$ cat src/rtl/pe_double2int.sv
// pe_double2int: 4-stage pipelined IEEE-754 double -> signed int64 converter
// with a per-sample bypass mode. Conversion truncates toward zero and
// saturates NaN, infinities and out-of-range operands, raising out_ovf.
module pe_double2int #(
   parameter int latency       = 4,
   parameter int dwidth_double = 64
) (
   input  logic                     clk,
   input  logic                     rst,
   input  logic [dwidth_double-1:0] inp1,
   input  logic                     t_valid_inp1,
   input  logic [1:0]               op,
   output logic [dwidth_double-1:0] out1,
   output logic                     t_valid_out1,
   output logic                     out_ovf
);

   typedef enum logic [1:0] {
      SEL_SHIFT = 2'd0,
      SEL_ZERO  = 2'd1,
      SEL_MAX   = 2'd2,
      SEL_MIN   = 2'd3
   } sel_e;

   localparam logic [63:0] INT_MAX = 64'h7FFF_FFFF_FFFF_FFFF;
   localparam logic [63:0] INT_MIN = 64'h8000_0000_0000_0000;

   // Only the 4-deep pipeline over 64-bit words is implemented.
   if (latency != 4 || dwidth_double != 64) begin : g_param_check
      $error("pe_double2int supports only latency=4 and dwidth_double=64");
   end

   // op[1] is reserved and carries no meaning
   logic op_unused_s;
   assign op_unused_s = op[1];

   // ---------------- stage 1: unpack and classify ----------------
   logic [63:0] s1_word_r;
   logic        s1_conv_r, s1_vld_r, s1_sign_r;
   logic [10:0] s1_exp_r;
   logic [51:0] s1_frac_r;
   logic        s1_zero_r, s1_inf_r, s1_nan_r;

   // Capture the operand, its mode and qualifier, and its IEEE class
   always_ff @(posedge clk or negedge rst) begin
      if (!rst) begin
         s1_word_r <= 64'd0;
         s1_conv_r <= 1'b0;
         s1_vld_r  <= 1'b0;
         s1_sign_r <= 1'b0;
         s1_exp_r  <= 11'd0;
         s1_frac_r <= 52'd0;
         s1_zero_r <= 1'b0;
         s1_inf_r  <= 1'b0;
         s1_nan_r  <= 1'b0;
      end else begin
         s1_word_r <= inp1;
         s1_conv_r <= op[0];
         s1_vld_r  <= t_valid_inp1;
         s1_sign_r <= inp1[63];
         s1_exp_r  <= inp1[62:52];
         s1_frac_r <= inp1[51:0];
         s1_zero_r <= (inp1[62:52] == 11'h000);
         s1_inf_r  <= (inp1[62:52] == 11'h7FF) && (inp1[51:0] == 52'd0);
         s1_nan_r  <= (inp1[62:52] == 11'h7FF) && (inp1[51:0] != 52'd0);
      end
   end

   // ---------------- stage 2: exponent, shift plan, saturation ----------------
   logic signed [11:0] e_s;
   sel_e               sel_s;
   logic               ovf_s;
   logic               shl_s;
   logic [5:0]         shamt_s;

   assign e_s = $signed({1'b0, s1_exp_r}) - 12'sd1023;

   // Decide between a shifted result and one of the fixed saturation values
   always_comb begin
      sel_s   = SEL_SHIFT;
      ovf_s   = 1'b0;
      shl_s   = 1'b0;
      shamt_s = 6'd0;
      if (s1_nan_r) begin
         sel_s = SEL_MIN;
         ovf_s = 1'b1;
      end else if (s1_inf_r) begin
         sel_s = s1_sign_r ? SEL_MIN : SEL_MAX;
         ovf_s = 1'b1;
      end else if (s1_zero_r || (e_s < 12'sd0)) begin
         sel_s = SEL_ZERO;
      end else if (e_s >= 12'sd63) begin
         if (!s1_sign_r) begin
            sel_s = SEL_MAX;
            ovf_s = 1'b1;
         end else if (e_s > 12'sd63) begin
            sel_s = SEL_MIN;
            ovf_s = 1'b1;
         end else begin
            // e = 63 negative: only exactly -2^63 is representable
            sel_s = SEL_MIN;
            ovf_s = (s1_frac_r != 52'd0);
         end
      end else if (e_s >= 12'sd52) begin
         // e in 52..62: low six bits minus 52 give 0..10
         shl_s   = 1'b1;
         shamt_s = e_s[5:0] - 6'd52;
      end else begin
         // e in 0..51: right shift by 52..1, fraction bits drop out
         shl_s   = 1'b0;
         shamt_s = 6'd52 - e_s[5:0];
      end
   end

   logic [63:0] s2_word_r;
   logic        s2_conv_r, s2_vld_r, s2_sign_r, s2_ovf_r, s2_shl_r;
   sel_e        s2_sel_r;
   logic [5:0]  s2_shamt_r;
   logic [52:0] s2_sig_r;

   // Register the shift plan together with the significand (hidden 1 restored)
   always_ff @(posedge clk or negedge rst) begin
      if (!rst) begin
         s2_word_r  <= 64'd0;
         s2_conv_r  <= 1'b0;
         s2_vld_r   <= 1'b0;
         s2_sign_r  <= 1'b0;
         s2_ovf_r   <= 1'b0;
         s2_shl_r   <= 1'b0;
         s2_sel_r   <= SEL_SHIFT;
         s2_shamt_r <= 6'd0;
         s2_sig_r   <= 53'd0;
      end else begin
         s2_word_r  <= s1_word_r;
         s2_conv_r  <= s1_conv_r;
         s2_vld_r   <= s1_vld_r;
         s2_sign_r  <= s1_sign_r;
         s2_ovf_r   <= ovf_s;
         s2_shl_r   <= shl_s;
         s2_sel_r   <= sel_s;
         s2_shamt_r <= shamt_s;
         s2_sig_r   <= {1'b1, s1_frac_r};
      end
   end

   // ---------------- stage 3: barrel shift to magnitude ----------------
   logic [63:0] sig_ext_s;
   logic [63:0] mag_s;

   assign sig_ext_s = {11'd0, s2_sig_r};
   assign mag_s     = s2_shl_r ? (sig_ext_s << s2_shamt_r) : (sig_ext_s >> s2_shamt_r);

   logic [63:0] s3_word_r, s3_mag_r;
   logic        s3_conv_r, s3_vld_r, s3_sign_r, s3_ovf_r;
   sel_e        s3_sel_r;

   // Register the truncated magnitude
   always_ff @(posedge clk or negedge rst) begin
      if (!rst) begin
         s3_word_r <= 64'd0;
         s3_mag_r  <= 64'd0;
         s3_conv_r <= 1'b0;
         s3_vld_r  <= 1'b0;
         s3_sign_r <= 1'b0;
         s3_ovf_r  <= 1'b0;
         s3_sel_r  <= SEL_SHIFT;
      end else begin
         s3_word_r <= s2_word_r;
         s3_mag_r  <= mag_s;
         s3_conv_r <= s2_conv_r;
         s3_vld_r  <= s2_vld_r;
         s3_sign_r <= s2_sign_r;
         s3_ovf_r  <= s2_ovf_r;
         s3_sel_r  <= s2_sel_r;
      end
   end

   // ---------------- stage 4: sign, saturation, output ----------------
   logic [63:0] res_s;

   // Apply sign to the magnitude or substitute the saturation value
   always_comb begin
      res_s = 64'd0;
      case (s3_sel_r)
         SEL_SHIFT: res_s = s3_sign_r ? (~s3_mag_r + 64'd1) : s3_mag_r;
         SEL_ZERO:  res_s = 64'd0;
         SEL_MAX:   res_s = INT_MAX;
         SEL_MIN:   res_s = INT_MIN;
         default:   res_s = 64'd0;
      endcase
   end

   // Register the final result, choosing converted or bypassed data per sample
   always_ff @(posedge clk or negedge rst) begin
      if (!rst) begin
         out1         <= 64'd0;
         out_ovf      <= 1'b0;
         t_valid_out1 <= 1'b0;
      end else begin
         out1         <= s3_conv_r ? res_s : s3_word_r;
         out_ovf      <= s3_conv_r & s3_ovf_r;
         t_valid_out1 <= s3_vld_r;
      end
   end

endmodule

$ cat config.mk
export PLATFORM = sky130hd
export DESIGN_NAME = pe_double2int
export DESIGN_NICKNAME = d
export VERILOG_FILES = /design/src/rtl/pe_double2int.sv
export SDC_FILE = /design/constraint.sdc
export NUM_CORES = 1
export LEC_CHECK = 0
export ABC_AREA = 1
export BUFFER_PORTS_ARGS = -buffer_cell sky130_fd_sc_hd__buf_2
export CORE_MARGIN = 4
export CORE_UTILIZATION = 35
export DETAILED_ROUTE_END_ITERATION = 16
export SLEW_MARGIN = 0
export SYNTH_ARGS = -nofsm -noshare
export SYNTH_HDL_FRONTEND = slang
export SYNTH_SLANG_ARGS = --single-unit
$ cat constraint.sdc
create_clock -name clk -period 3.15 [get_ports clk]
set_input_delay 0.63 -clock clk [delete_from_list [all_inputs] [get_ports clk]]
set_output_delay 0.63 -clock clk [all_outputs]
set_load 0.02 [all_outputs]
Word-level counts from Yosys, hierarchy flattened
Cells that the tools add are included.
Cells by class
  magnitude comparators: 4
  reduce and logical (&&, ||, !) cells: 8
  eq/ne operators: 4
  bitwise logic cells: 2
  $add $sub $neg: 4
  shifts and indexed selects: 2
  mux-type cells: 25
Operators by type and width (number)
  $pmux W64 S4: 1
  $mux W64: 3
  $reduce_bool A52 Y1: 2
  $add A64 B1 Y64 const B: 1
  $not A64 Y64: 1
  $shl A53 B6 Y64: 1
  $shr A53 B6 Y64: 1
  $logic_not A52 Y1: 1
  $mux W6: 5
  $ge A12 B7 Y1 const B: 2
  $gt A12 B7 Y1 const B: 1
  $lt A12 B1 Y1 const B: 1
  $mux W1: 12
  $sub A11 B10 Y12 const B: 1
  $eq A11 B11 Y1 const B: 1
  $logic_not A11 Y1: 1
  $mux W2: 4
  $sub A6 B6 Y6 const A: 1
  $sub A6 B6 Y6 const B: 1
  $eq A2 B2 Y1 const B: 2
  $eq A2 B1 Y1 const B: 1
  $logic_and A1 B1 Y1: 2
  $logic_not A2 Y1: 1
  $and A1 B1 Y1: 1
  $logic_or A1 B1 Y1: 1
Storage, ports and cells
  output and inout port bits: 66
  register bits: 463
  word-level logic and storage cells: 77
  bits of input ports: 69

Longest topological paths before layout
  depth in word-level cells: 8
  depth in mapped cells: 16
  mapped depth without buffers: 15

Worst setup path before layout
OpenSTA, ideal clock, no wires.
  path kind: register to register
  start: register s1_exp_r[0]
  end: register s2_shamt_r[4]
  library setup time: 0.119 ns
  setup slack: 1.137 ns
  stages on the path, launching flop included: 15
  period minus slack after synthesis: 2.013 ns
  required time: 3.031 ns
  arrival time: 1.894 ns
  buffers on the path: 0
  path through: dfrtp_1 ha_1 nand2_2 inv_1 nor2_1 inv_1 ha_1 inv_1 nand3_1 nand3_1 nand2_2 nand2_4 nand2_2 a21oi_1 nor2_1
Between the ends
  word-level cells in the longest chain between the ends: 7
  elaborated cells on any way between the ends: 12
  those cells by class: add/sub: 3; order compare: 3; mux: 5; reduce/logical: 1
RTL lines
  start, declared: line 40  | logic [10:0] s1_exp_r;
  start signal, assigned: line 61  | s1_exp_r <= inp1[62:52];
  $sub A11 B10 Y12 (*): line 76  | assign e_s = $signed({1'b0, s1_exp_r}) - 12'sd1023;
  $ge A12 B7 Y1 (tied with other cells): line 104  | end else if (e_s >= 12'sd52) begin
  $mux W6: line 104
  $mux W6: line 92  | end else if (e_s >= 12'sd63) begin
  $mux W6 (*): line 90  | end else if (s1_zero_r || (e_s < 12'sd0)) begin
  $mux W6 (*): line 87  | end else if (s1_inf_r) begin
  $mux W6 (*): line 84  | if (s1_nan_r) begin
  via shamt_s[4]: line 74  | logic [5:0] shamt_s;
  end signal, assigned: line 141  | s2_shamt_r <= shamt_s;
  end, declared: line 118  | logic [5:0] s2_shamt_r;
The timed path passes the listed nets; every way through them passes the cells marked *.

Worst setup path in the final report
  start: register s2_shamt_r[0]
  end: register s3_mag_r[43]
Between the ends
  word-level cells in the longest chain between the ends: 2
  elaborated cells on any way between the ends: 3
  those cells by class: shift: 2; mux: 1
RTL lines
  $shr A53 B6 Y64 / $shl A53 B6 Y64 (equally long branches): line 151  | assign mag_s = s2_shl_r ? (sig_ext_s << s2_shamt_r) : (sig_ext_s >> s2_shamt_r);
  $mux W64 (*): line 151
  via mag_s[43]: line 148  | logic [63:0] mag_s;
  end signal, assigned: line 169  | s3_mag_r <= mag_s;
  end, declared: line 153  | logic [63:0] s3_word_r, s3_mag_r;
Marks and branches as above.

==> impl_metrics.json <==
{
  "synth_area_um2": 19200,
  "synth-main-ff-cell": "dfrtp_1",
  "path_class": "reg -> reg",
  "core_um2": 54100,
  "instances_no_fill": 3504,
  "cp_cell_sequence": "buf_12 -> buf_4 -> nand2_1 -> o21ai_1 -> o21ai_1 -> nand2_1 -> o21ai_0 -> buf_4 -> nand2_1 -> o21ai_1 -> nand2_1 -> nand3_1 -> nand3_1",
  "numPortBuffers": 133,
  "h-tree-depth": 2,
  "wire_per_inst_um": 21.5,
  "dp_hpwl_mm": 59.4,
  "ys_ff_latch": 345,
  "status": "completed",
  "viasPerCell": 5.39,
  "drv_cap": 0,
  "post-route-period-util_pct": 80.9,
  "antenna_found_initial": 10,
  "tightest_slew_ns": 0.858,
  "crit_start": "s2_shamt_r[0]$_DFF_PN0_",
  "grt_max_degree": 106,
  "drcViolationCount": 0,
  "place_ws_ns": 0.694,
  "min_path_type": "in -> async",
  "synth_edf_count": 0,
  "pwr-share-comb_pct": 24.2,
  "worstReg2RegStart": "s2_shamt_r[0]$_DFF_PN0_",
  "synth_top_family_by_area": "simple AND/OR/NAND/NOR gates",
  "rsz0062_at_grt": "no",
  "cts_made_buffers": 39,
  "setup_tns_ns": 0,
  "ys_types": 50,
  "dieHeight_um": 243,
  "num_io_pins": 135,
  "slew_headroom_pct": 42.7,
  "cts_tree": "yes",
  "clkTransAtPathRegs_ns": 0.06,
  "cp-start-kind": "register",
  "p_clk_share_pct": 35.6,
  "cp_slowest_cell": "dfrtp_2",
  "final_common_cell": "nand2_1",
  "fmax_ghz": 0.392,
  "grt_use_total_pct": 25.3,
  "synth_nets": 2755,
  "die_width_um": 243,
  "firstDrtPassIters": 6,
  "post_cts_resized": 0,
  "setup_viol": 0,
  "drv_slew": 0,
  "die_area_um2": 58800,
  "setup_ws_ns": 0.602,
  "synthSimpleGateAreaFrac_pct": 31.8,
  "worst_path_most_repeated_cell": "nand2_1",
  "cp-end-kind": "register",
  "postCtsSetupBuffers": 0,
  "p_leak_nw": 10.6,
  "routed_wl_mm": 75.5,
  "synth.mux.area_fraction_pct": 1.72,
  "cp_max_fo": 50,
  "ys_seq_area_share_pct": 44.9,
  "vdd_drop_max_mv": 0.388,
  "max_stage_delay_ns": 0.44,
  "gr-total-overflow": 0,
  "syn_inst": 2679,
  "clk_latency_ns": 0.58,
  "cts.sinks": 345,
  "area.growth.synth_to_final_pct": 15.1,
  "initial_core_util_pct": 35.6,
  "clockBufferDepth": 3,
  "ant_nets": 0,
  "hold_buffers": 0,
  "drt_iter0_drc": 1855,
  "required_ns": 3.47,
  "p_switching_mw": 4.46,
  "grt_pass1_vias": 18300,
  "hold_viol": 0,
  "async_flop_share_pct": 100,
  "power.internal_mw": 8.37,
  "grt_pass1_wl_mm": 113,
  "fin_crit_ns": 2.55,
  "cts_root_buffer": "clkbuf_16",
  "p_per_area_nw_per_um2": 579,
  "gp_congestion": 0.969,
  "dp_cells": 3435,
  "synth_xor_xnor_area_share_pct": 0.455,
  "switching_share_pct": 34.8,
  "synthAdderAreaFrac_pct": 0.455,
  "syn_area_per_cell_um2": 7.18,
  "seqPwrFrac_pct": 40.3,
  "drive_gt1_share_pct": 11.8,
  "critPathArrivalTime_ns": 2.87,
  "fin_worst_skew_ns": 0.0204,
  "yosysWarnings": 0,
  "finalNetCount": 2856,
  "rows": 85,
  "via_count": 18900,
  "final_cell_mix": "nand2_1, dfrtp_1, nand3_1",
  "synth-compound-area-share_pct": 13.5
}
==> state kept, by name (all words and copies together) (netlist names), 2 cells and up <==
| register | cells |
|---|---|
| s3_mag_r | 64 |
| s2_word_r | 11 |
| s3_word_r | 63 |
| s2_sel_r | 2 |
| s2_sig_r | 53 |
| s2_shamt_r | 6 |
| s3_sel_r | 2 |
| out1 | 64 |
| s1_frac_r | 51 |
| s1_exp_r | 10 |
| s1_word_r | 2 |
==> final cells by class <==
cell class / count / area [um^2]
tap: 696 / 871
inverter: 197 / 739
sequential: 345 / 8640
multi-input combinational: 1995 / 9260
clock buffer: 53 / 1120
clock inverter: 14 / 186
antenna: 2 / 5.00
timing repair buffer: 202 / 1320
fill: 5664 / 32000
==> worst paths after layout <==
check                                     endpoint  slack, ns  cells past startpoint
min in group clk           s1_frac_r[21]$_DFF_PN0_       0.17                      1
max                         s3_mag_r[43]$_DFF_PN0_       0.60                     13
min reg2reg                    s3_sign_r$_DFF_PN0_       0.34                      0
max in group asynchronous  s3_word_r[10]$_DFF_PN0_       2.32                      2
min                        s1_frac_r[49]$_DFF_PN0_     0.0003                      1
max reg2reg                 s3_mag_r[43]$_DFF_PN0_       0.60                     13
==> routing by layer <==
layer | vias to the layer above | GRT usage [%] | routed length (um)
met3 | 134 | 3.12 | 5350
met4 | 0 | 9.27 | 3130
met1 | 9092 | 35.4 | 33000
met5 | - | 0 | 0
li1 | 8954 | - | -
met2 | 718 | 40.4 | 34000
==> synthesized netlist by cell type, drive strengths merged (2+ instances only) <==
library cell,count,share of area (%)
nor3,11,0.29
nand2,841,17
nand4,36,1.2
o21bai,5,0.20
buf,75,2.0
clkbuf,67,1.3
ha,7,0.46
o211ai,13,0.51
o22ai,5,0.16
o2111ai,3,0.14
inv,197,3.8
nor4,27,0.88
and2,3,0.098
nand3,252,6.7
a31oi,3,0.13
xor2,3,0.14
or2,26,0.85
a21oi,114,3.0
a21boi,11,0.43
o21ai,327,8.6
nor2,253,5.1
xnor2,7,0.32
nand3b,5,0.20
dfrtp,345,45
a22o,2,0.091
mux2i,33,1.7
==> power by group through the flow <==
stage               Combinational [mW]  Sequential (mW)  Clock [mW]
floorplan                         1.80             5.17           0
global placement                  3.05             5.23           0
detailed placement                3.06             5.23           0
CTS                               3.07             5.15        4.66
global route                      3.41             5.20        4.86
finish                            3.10             5.17        4.56
==> through the flow <==
step                cell area (um^2)  utilization (%)  power [mW]  hold WS [ns]
finish                         22100             40.9        12.8      0.000310
global route                   22100             40.9        13.5        0.0254
CTS                            22100             40.9        12.9       0.00505
detailed placement             20800             38.5        8.29         0.335
global placement               20800             38.5        8.28         0.335
floorplan                      19200                -        6.97         0.331
==> cell families after synthesis <==
group | after synthesis
AO/OA/AOI/OAI | 489
XOR/XNOR | 10
adder cells (fa/ha/maj) | 7
buffers and inverters | 339
flip-flops | 345
multiplexers | 33
other | 1
AND/OR/NAND/NOR | 1455
==> worst max-delay path: cells and delay by family (launching register included) <==
kind	cells	cell delay, ns
AOI/OAI and AO/OA	4	0.54
buffers and inverters	3	0.54
DFF	1	0.44
and+or+nand+nor	6	0.74
(Power assumes the default switching activity.)
